## src/rtl/pio_shift_pkg.sv

```systemverilog
// Shared types and helpers for the PIO ISR/OSR shift unit.
package pio_shift_pkg;

  typedef enum logic {
    ST_IDLE = 1'b0,
    ST_PUSH = 1'b1
  } push_state_e;

  localparam logic DIR_LEFT  = 1'b0;
  localparam logic DIR_RIGHT = 1'b1;

  // Shift amounts and thresholds encode WIDTH as 0.
  function automatic int eff(input int value, input int width);
    return (value == 0) ? width : value;
  endfunction

  function automatic int sat_add(input int count, input int n, input int width);
    return (count + n > width) ? width : count + n;
  endfunction

endpackage

```

## src/rtl/pio_barrel_shift.sv

```systemverilog
// Combinational variable shifter: next register value plus the bits shifted out.
module pio_barrel_shift
  import pio_shift_pkg::*;
#(
  parameter int WIDTH = 32,
  parameter int CW    = $clog2(WIDTH) + 1
) (
  input  logic [WIDTH-1:0] src_i,
  input  logic [WIDTH-1:0] fill_i,
  input  logic [CW-1:0]    n_i,
  input  logic             dir_i,
  output logic [WIDTH-1:0] next_o,
  output logic [WIDTH-1:0] out_o
);

  localparam logic [CW-1:0] W_C = CW'(WIDTH);

  logic [WIDTH-1:0] mask;
  logic [WIDTH-1:0] low_fill;
  logic [CW-1:0]    rem;

  // n_i == WIDTH shifts the all-ones vector out entirely, giving a full mask.
  assign mask     = ~({WIDTH{1'b1}} << n_i);
  assign low_fill = fill_i & mask;
  assign rem      = W_C - n_i;

  always_comb begin
    if (dir_i == DIR_RIGHT) begin
      next_o = (src_i >> n_i) | (low_fill << rem);
      out_o  = src_i & mask;
    end else begin
      next_o = (src_i << n_i) | low_fill;
      out_o  = src_i >> rem;
    end
  end

endmodule

```

## src/rtl/pio_shift_unit.sv

```systemverilog
// PIO shift register usable as ISR (shift-in, autopush) or OSR (shift-out, autopull).
module pio_shift_unit
  import pio_shift_pkg::*;
#(
  parameter int WIDTH  = 32,
  parameter bit IS_OUT = 1'b0,
  localparam int CW    = $clog2(WIDTH) + 1
) (
  input  logic             clk,
  input  logic             reset,
  input  logic             penable,
  input  logic             dir,
  input  logic             auto_en,
  input  logic [CW-1:0]    threshold,
  input  logic             shift_req,
  input  logic [CW-1:0]    shift_amt,
  input  logic [WIDTH-1:0] din,
  output logic [WIDTH-1:0] dout,
  input  logic             set_req,
  input  logic [WIDTH-1:0] set_data,
  input  logic             xfer_req,
  input  logic             xfer_block,
  output logic [WIDTH-1:0] fifo_wdata,
  output logic             fifo_wvalid,
  input  logic             fifo_wready,
  input  logic [WIDTH-1:0] fifo_rdata,
  input  logic             fifo_rvalid,
  output logic             fifo_rready,
  output logic             stall,
  output logic [CW-1:0]    shift_count,
  output logic [WIDTH-1:0] data
);

  localparam logic [CW-1:0] FULL = CW'(WIDTH);

  push_state_e      state_q, state_d;
  logic [WIDTH-1:0] data_q, data_d;
  logic [CW-1:0]    count_q, count_d;

  logic [CW-1:0]    n_amt, t_amt, count_sat;
  logic             auto_pull;
  logic [WIDTH-1:0] bs_src, bs_fill, bs_next, bs_out;

  assign n_amt     = CW'(eff(int'(shift_amt), WIDTH));
  assign t_amt     = CW'(eff(int'(threshold), WIDTH));
  assign count_sat = CW'(sat_add(int'(count_q), int'(n_amt), WIDTH));

  // OSR that has reached its threshold shifts straight out of the FIFO word.
  assign auto_pull = IS_OUT && auto_en && (count_q >= t_amt);
  assign bs_src    = auto_pull ? fifo_rdata : data_q;
  assign bs_fill   = IS_OUT ? '0 : din;

  pio_barrel_shift #(
    .WIDTH (WIDTH),
    .CW    (CW)
  ) u_shift (
    .src_i  (bs_src),
    .fill_i (bs_fill),
    .n_i    (n_amt),
    .dir_i  (dir),
    .next_o (bs_next),
    .out_o  (bs_out)
  );

  always_comb begin
    state_d     = state_q;
    data_d      = data_q;
    count_d     = count_q;
    fifo_wvalid = 1'b0;
    fifo_rready = 1'b0;
    stall       = 1'b0;
    dout        = '0;
    if (penable && !reset) begin
      if (!IS_OUT) begin
        if (state_q == ST_PUSH) begin
          fifo_wvalid = 1'b1;
          if (fifo_wready) begin
            data_d  = '0;
            count_d = '0;
            state_d = ST_IDLE;
          end
          if (set_req) begin
            data_d  = set_data;
            count_d = '0;
          end else if (xfer_req || shift_req) begin
            stall = 1'b1;
          end
        end else if (set_req) begin
          data_d  = set_data;
          count_d = '0;
        end else if (xfer_req) begin
          if (xfer_block) begin
            state_d = ST_PUSH;
          end else begin
            fifo_wvalid = fifo_wready;
            data_d      = '0;
            count_d     = '0;
          end
        end else if (shift_req) begin
          data_d  = bs_next;
          count_d = count_sat;
          if (auto_en && (count_sat >= t_amt)) state_d = ST_PUSH;
        end
      end else begin
        if (set_req) begin
          data_d  = set_data;
          count_d = '0;
        end else if (xfer_req) begin
          if (fifo_rvalid) begin
            data_d      = fifo_rdata;
            count_d     = '0;
            fifo_rready = 1'b1;
          end else if (xfer_block) begin
            stall = 1'b1;
          end else begin
            count_d = '0;
          end
        end else if (shift_req) begin
          if (auto_pull && !fifo_rvalid) begin
            stall = 1'b1;
          end else begin
            fifo_rready = auto_pull;
            data_d      = bs_next;
            dout        = bs_out;
            count_d     = auto_pull ? n_amt : count_sat;
          end
        end
      end
    end
  end

  always_ff @(posedge clk) begin
    if (reset) begin
      state_q <= ST_IDLE;
      data_q  <= '0;
      count_q <= IS_OUT ? FULL : '0;
    end else begin
      state_q <= state_d;
      data_q  <= data_d;
      count_q <= count_d;
    end
  end

  assign fifo_wdata  = IS_OUT ? '0 : data_q;
  assign shift_count = count_q;
  assign data        = data_q;

endmodule

```

## config.mk

```make
export PLATFORM = sky130hd
export DESIGN_NAME = pio_shift_unit
export DESIGN_NICKNAME = d
export VERILOG_FILES = /design/src/rtl/pio_shift_pkg.sv /design/src/rtl/pio_barrel_shift.sv /design/src/rtl/pio_shift_unit.sv
export SDC_FILE = /design/constraint.sdc
export NUM_CORES = 1
export LEC_CHECK = 0
export BUFFER_PORTS_ARGS = -buffer_cell sky130_fd_sc_hd__buf_4
export CORE_MARGIN = 2
export CORE_UTILIZATION = 24
export DETAILED_ROUTE_END_ITERATION = 10
export PLACE_DENSITY = 0.4
export SYNTH_ARGS = -nofsm -noshare
export SYNTH_HDL_FRONTEND = slang
export SYNTH_HIERARCHICAL = 1
export SYNTH_SLANG_ARGS = --single-unit
```

## constraint.sdc

```tcl
create_clock -name clk -period 4.75 [get_ports clk]
set_clock_uncertainty 0.1 [all_clocks]
set_input_delay 0.7125 -clock clk [delete_from_list [all_inputs] [get_ports clk]]
set_output_delay 0.7125 -clock clk [all_outputs]
set_load 0.03 [all_outputs]
```

==> results of run 1 <==
## worst max-delay path, delay by kind of cell
family | cells | cell delay [ns]
AND/OR/NAND/NOR | 4 | 1.71
multiplexers | 1 | 0.43
buffers and inverters | 2 | 0.36
AO/OA/AOI/OAI | 5 | 1.11
## cell usage in the layout, fill, tap and decap left out, types with 6 or more instances in the layout
master / instances
a31oi_1: 47
and2_1: 12
dfxtp_1: 39
mux2i_1: 63
a222oi_1: 6
o21a_1: 11
conb_1: 33
mux4_2: 76
o211ai_1: 17
a211o_1: 7
nor2b_1: 13
a211oi_1: 18
buf_4: 225
o21ai_0: 97
o22ai_1: 6
nor2_1: 109
a22oi_1: 10
or2_2: 9
ha_1: 17
nor4_1: 7
a21oi_1: 51
nor3_1: 25
o32ai_1: 10
a221oi_1: 10
nand2_1: 106
o211a_1: 8
o31a_1: 8
nand3_1: 48
a311o_1: 6
a2bb2oi_1: 6
mux2_2: 28
a21o_1: 8
inv_1: 22
nand2b_1: 13
o221ai_1: 8
## final timing paths
check	start	to	slack, ns	cells after the start
worst max-delay path	shift_amt[0]	data[22]	0.55	12
worst min register to register	shift_count[5]	shift_count[5]	0.39	2
worst max register to register	shift_count[0]	state_q	1.34	11
worst min-delay path	shift_count[5]	shift_count[5]	0.39	2
## metal layers
metal  wire [um]  global-route usage [%]  vias to the layer above
li1            -                       -                     4923
met1       22650                   32.05                     5520
met2       23380                   36.28                      553
met3        3735                   3.525                       66
met4        1298                   6.355                        2
met5          13                       0                        -
## where the power goes
| part | internal, mW | switching, mW |
|---|---|---|
| clock network | 0.224 | 0.162 |
| registers | 0.339 | 0.0421 |
| logic | 0.435 | 0.732 |
## cell type report
cell class              instances  area [um2]
fillers                      4448       29480
multi-input cells            1024        7881
clock inverters                 1       7.507
clock buffers                   7       152.6
repair buffers                229        1760
well taps                     532       665.6
inverters                      27       101.3
flip-flops and latches         39       780.7
## state kept, by name, summed over array words and instances (netlist names)
| name | count |
|---|---|
| data | 32 |
| shift_count | 6 |
| state_q | 1 |
## per-stage QoR
stage	power [mW]	setup WS [ns]	instances	area (um2)
after detailed placement	1.530	0.3982	1851	11190
after floorplan	1.138	0.3243	1337	10050
after global routing	2.017	0.4390	1859	11350
after CTS	1.926	0.7302	1859	11350
final	1.934	0.5507	1859	11350
after global placement	1.533	0.4703	1851	11190
==> impl_metrics.yaml, run 1 <==
final_layout:
  antenna-diode-count: 0
  syn2layout_area_growth_pct: 14.29
  fin_util_pct: 27.80
  nNetsFinal: 1463
  drive_gt1_share_pct: 28.18
sta:
  finalSetupViolCount: 0
  post-route-period-util_pct: 88.41
  finalSetupTns_ns: 0
  fmaxAchievable_ghz: 0.2381
  hold_ws_ns: 0.3872
  slew_violations: 0
  tightestPinTransition_ns: 1.024
  fin_crit_ns: 4.199
  rsz0062_at_grt: "no"
  hold_viol_final: 0
  max_slew_margin_pct: 30.81
detailed_routing:
  wirelength_um: 51070
  antenna_left: 0
  avgRoutedWirePerCell_um: 27.47
  dr.pass1.iters: 8
  vias_per_cell: 5.952
  remaining_drc_errors: 0
  vias: 11060
  dr.first_iter.drc_count: 1195
global_route:
  grt_pass1_vias: 10430
  grt_max_degree: 91
  grt-ovfl-total: 0
  antenna_found_initial: 2
  grt.total_usage_pct: 22.86
  grt_pass1_wl_um: 74330
clock_tree:
  clock_latency_ns: 0.31
  cts_tree: "done"
  cts_root_buffer: "clkbuf_16"
  clkSinkCount: 39
  htreeDepth: 2
  cts_resized: 0
  post_cts_buffers: 0
  clk_pin_slew_ns: 0.06
  cts_hold_buffers: 0
  clock_path_buffers: 2
  cts_buffers: 5
die:
  die_x_um: 207.4
  die_area_mm2: 0.04302
  core_mm2: 0.04083
  start_util_pct: 24.32
  rows: 74
  die_h_um: 207.4
  io_pins: 224
critical_path:
  cp_cell_sequence: "buf_6, or4_1, o21bai_4, buf_12, o21ai_0, nor2_1, mux4_2, o2bb2ai_1, nor3_1, a2bb2oi_1, nand2_1, a31oi_1"
  start_kind: "primary input"
  cp_max_fo: 41
  setup.worst_path.class: "in -> reg"
  cp_slowest_stage_delay_ns: 0.57
  crit_required_ns: 4.89
  end_kind: "flip-flop"
  cp.arrival_ns: 4.34
  slowest_stage: "or4_1"
power:
  powerDensity_mw_per_mm2: 170.4
  peakVddDrop_mv: 0.1214
  p_leak_nw: 4.251
placed_design:
  place_congestion: 1.010
  port_buffers: 157
  dpl.hpwl_um: 39550
synthesis:
  synthesis.area_mm2: 0.009931
  syn_inst: 1305
  syn_avg_cell_area_um2: 7.610
  ys_warn_count: 6
job:
  cap_violations: 0
status:
  outcome: "complete, no violations"
hold_path:
  holdCritPathClass: "reg -> reg"
No activity file was read; power rests on OpenSTA's default activity.
==> inputs of run 2 (changes only) <==
Settings changed: CORE_UTILIZATION 24 to 25, PLACE_DENSITY 0.4 to 0.41, RECOVER_POWER from default to 100.
==> impl_metrics.yaml, run 2 (synthesis results as in run 1) <==
sta:
  hold_viol_final: 0
  slew_violations: 72
  fmaxAchievable_ghz: 0.2296
  rsz0062_at_grt: "no"
  finalSetupTns_ns: 0
  finalSetupViolCount: 0
  fin_crit_ns: 4.356
  hold_ws_ns: 0.3914
  max_slew_margin_pct: -11.93
  post-route-period-util_pct: 91.71
  worst_slack_ns: 0.3939
  tightestPinTransition_ns: 1.679
global_route:
  grt_max_degree: 112
  grt.total_usage_pct: 24.32
  grt_pass1_vias: 10350
  grt_pass1_wl_um: 74530
  antenna_found_initial: 0
  grt-ovfl-total: 0
final_layout:
  nNetsFinal: 1454
  largest_reg_flops: 32
  fillers: 4410
  layout_commonest_cell: "buf_4"
  fin_cells: 1843
  drive_gt1_share_pct: 21.24
  syn2layout_area_growth_pct: 10.15
  antenna-diode-count: 0
  layout_common_cells: "135 x buf_4, 109 x nor2_1, 106 x nand2_1, 98 x o21ai_0, 81 x clkbuf_1"
power:
  powerDensity_mw_per_mm2: 171.5
  peakVddDrop_mv: 0.1228
  p_leak_nw: 3.865
placed_design:
  pre_cts_ws_ns: 0.3754
  place_congestion: 0.9938
  dpl.hpwl_um: 39470
  port_buffers: 157
  place_inst: 1835
critical_path:
  crit_required_ns: 4.89
  cp_cell_sequence: "buf_4, o21bai_4, buf_4, nand2b_1, clkbuf_1, a311oi_1, or2_0, o21ai_0, a31oi_1, nand2_1, a31oi_1"
  crit_buf_inv: 3
  slowest_stage: "or2_0"
  cp_slowest_stage_delay_ns: 0.81
  crit_family: "compound AO/OA/AOI/OAI gates"
  setup.worst_path.class: "in -> reg"
  cp_max_fo: 28
  start_kind: "primary input"
  cp.arrival_ns: 4.50
  end_kind: "flip-flop"
status:
  outcome: "complete, but fails checks"
  violations: "max-capacitance violations, max-slew violations"
clock_tree:
  clock_latency_ns: 0.31
  cts_hold_buffers: 0
  clkSinkCount: 39
  cts_resized: 0
  cts_buffers: 5
  clock_path_buffers: 2
  post_cts_buffers: 0
  cts_tree: "done"
  htreeDepth: 2
  clk_pin_slew_ns: 0.06
  cts_root_buffer: "clkbuf_16"
detailed_routing:
  vias_per_cell: 6.023
  dr.first_iter.drc_count: 1147
  vias: 11100
  wirelength_um: 51560
  avgRoutedWirePerCell_um: 27.97
  dr.pass1.iters: 7
  remaining_drc_errors: 0
  antenna_left: 0
die:
  core_mm2: 0.03946
  die_h_um: 203.3
  io_pins: 224
  start_util_pct: 25.17
  die_area_mm2: 0.04133
  rows: 73
  die_x_um: 203.3
hold_path:
  holdCritPathClass: "reg -> reg"
job:
  cap_violations: 2
-- run 2: changes by cell type in the layout (fill, tap and decap cells not counted), moves of 2 or more --
cell,before,now
or2_0,0,2
clkbuf_1,0,81
buf_4,225,135
buf_12,3,5
or2_2,9,7
clkbuf_8,2,0
-- run 2: layer usage --
metal / vias to the layer above / GRT usage [%] / part of all wire (%)
met5: - / 0 / 0
met4: 0 / 7.742 / 3.1
met3: 77 / 2.892 / 7.0
met2: 532 / 38.01 / 45
met1: 5587 / 34.75 / 45
li1: 4905 / - / -
-- run 2: final timing paths --
| kind | start | to | slack [ns] | cells after the start |
|---|---|---|---|---|
| max | shift_amt[2] | data[24] | 0.39 | 11 |
| min | shift_count[5] | shift_count[5] | 0.39 | 2 |
| max reg2reg | shift_count[0] | state_q | 1.22 | 11 |
| min reg2reg | shift_count[5] | shift_count[5] | 0.39 | 2 |
-- run 2: area by class of cell --
cell class | instances | area [um2] | share of cell area [%]
clock inverters | 1 | 5.005 | 0.04575
flip-flops and latches | 39 | 780.7 | 7.137
multi-input cells | 1024 | 7841 | 71.68
clock buffers | 7 | 132.6 | 1.212
inverters | 27 | 101.3 | 0.9265
well taps | 525 | 656.9 | 6.005
repair buffers | 220 | 1421 | 12.99
-- run 2: report_power, final --
group / internal, mW / switching [mW] / leakage [nW]
Clock: 0.195 / 0.158 / 0.0679
Combinational: 0.405 / 0.739 / 3.48
Sequential: 0.339 / 0.0399 / 0.317
-- run 2: stage by stage --
| stage | power [mW] | util (%) | area [um2] |
|---|---|---|---|
| 6_report | 1.876 | 27.72 | 10940 |
| 5_1_grt | 1.961 | 27.72 | 10940 |
| 4_1_cts | 1.894 | 28.58 | 11280 |
| 3_5_place_dp | 1.533 | 28.23 | 11140 |
| 3_3_place_gp | 1.538 | 28.23 | 11140 |
| 2_1_floorplan | 1.138 | - | 10050 |
-- run 2: worst min-delay path: stages (launching register included) --
cell and delay [ns]:
dfxtp_1 0.33, inv_1 0.06, o2bb2ai_1 0.05
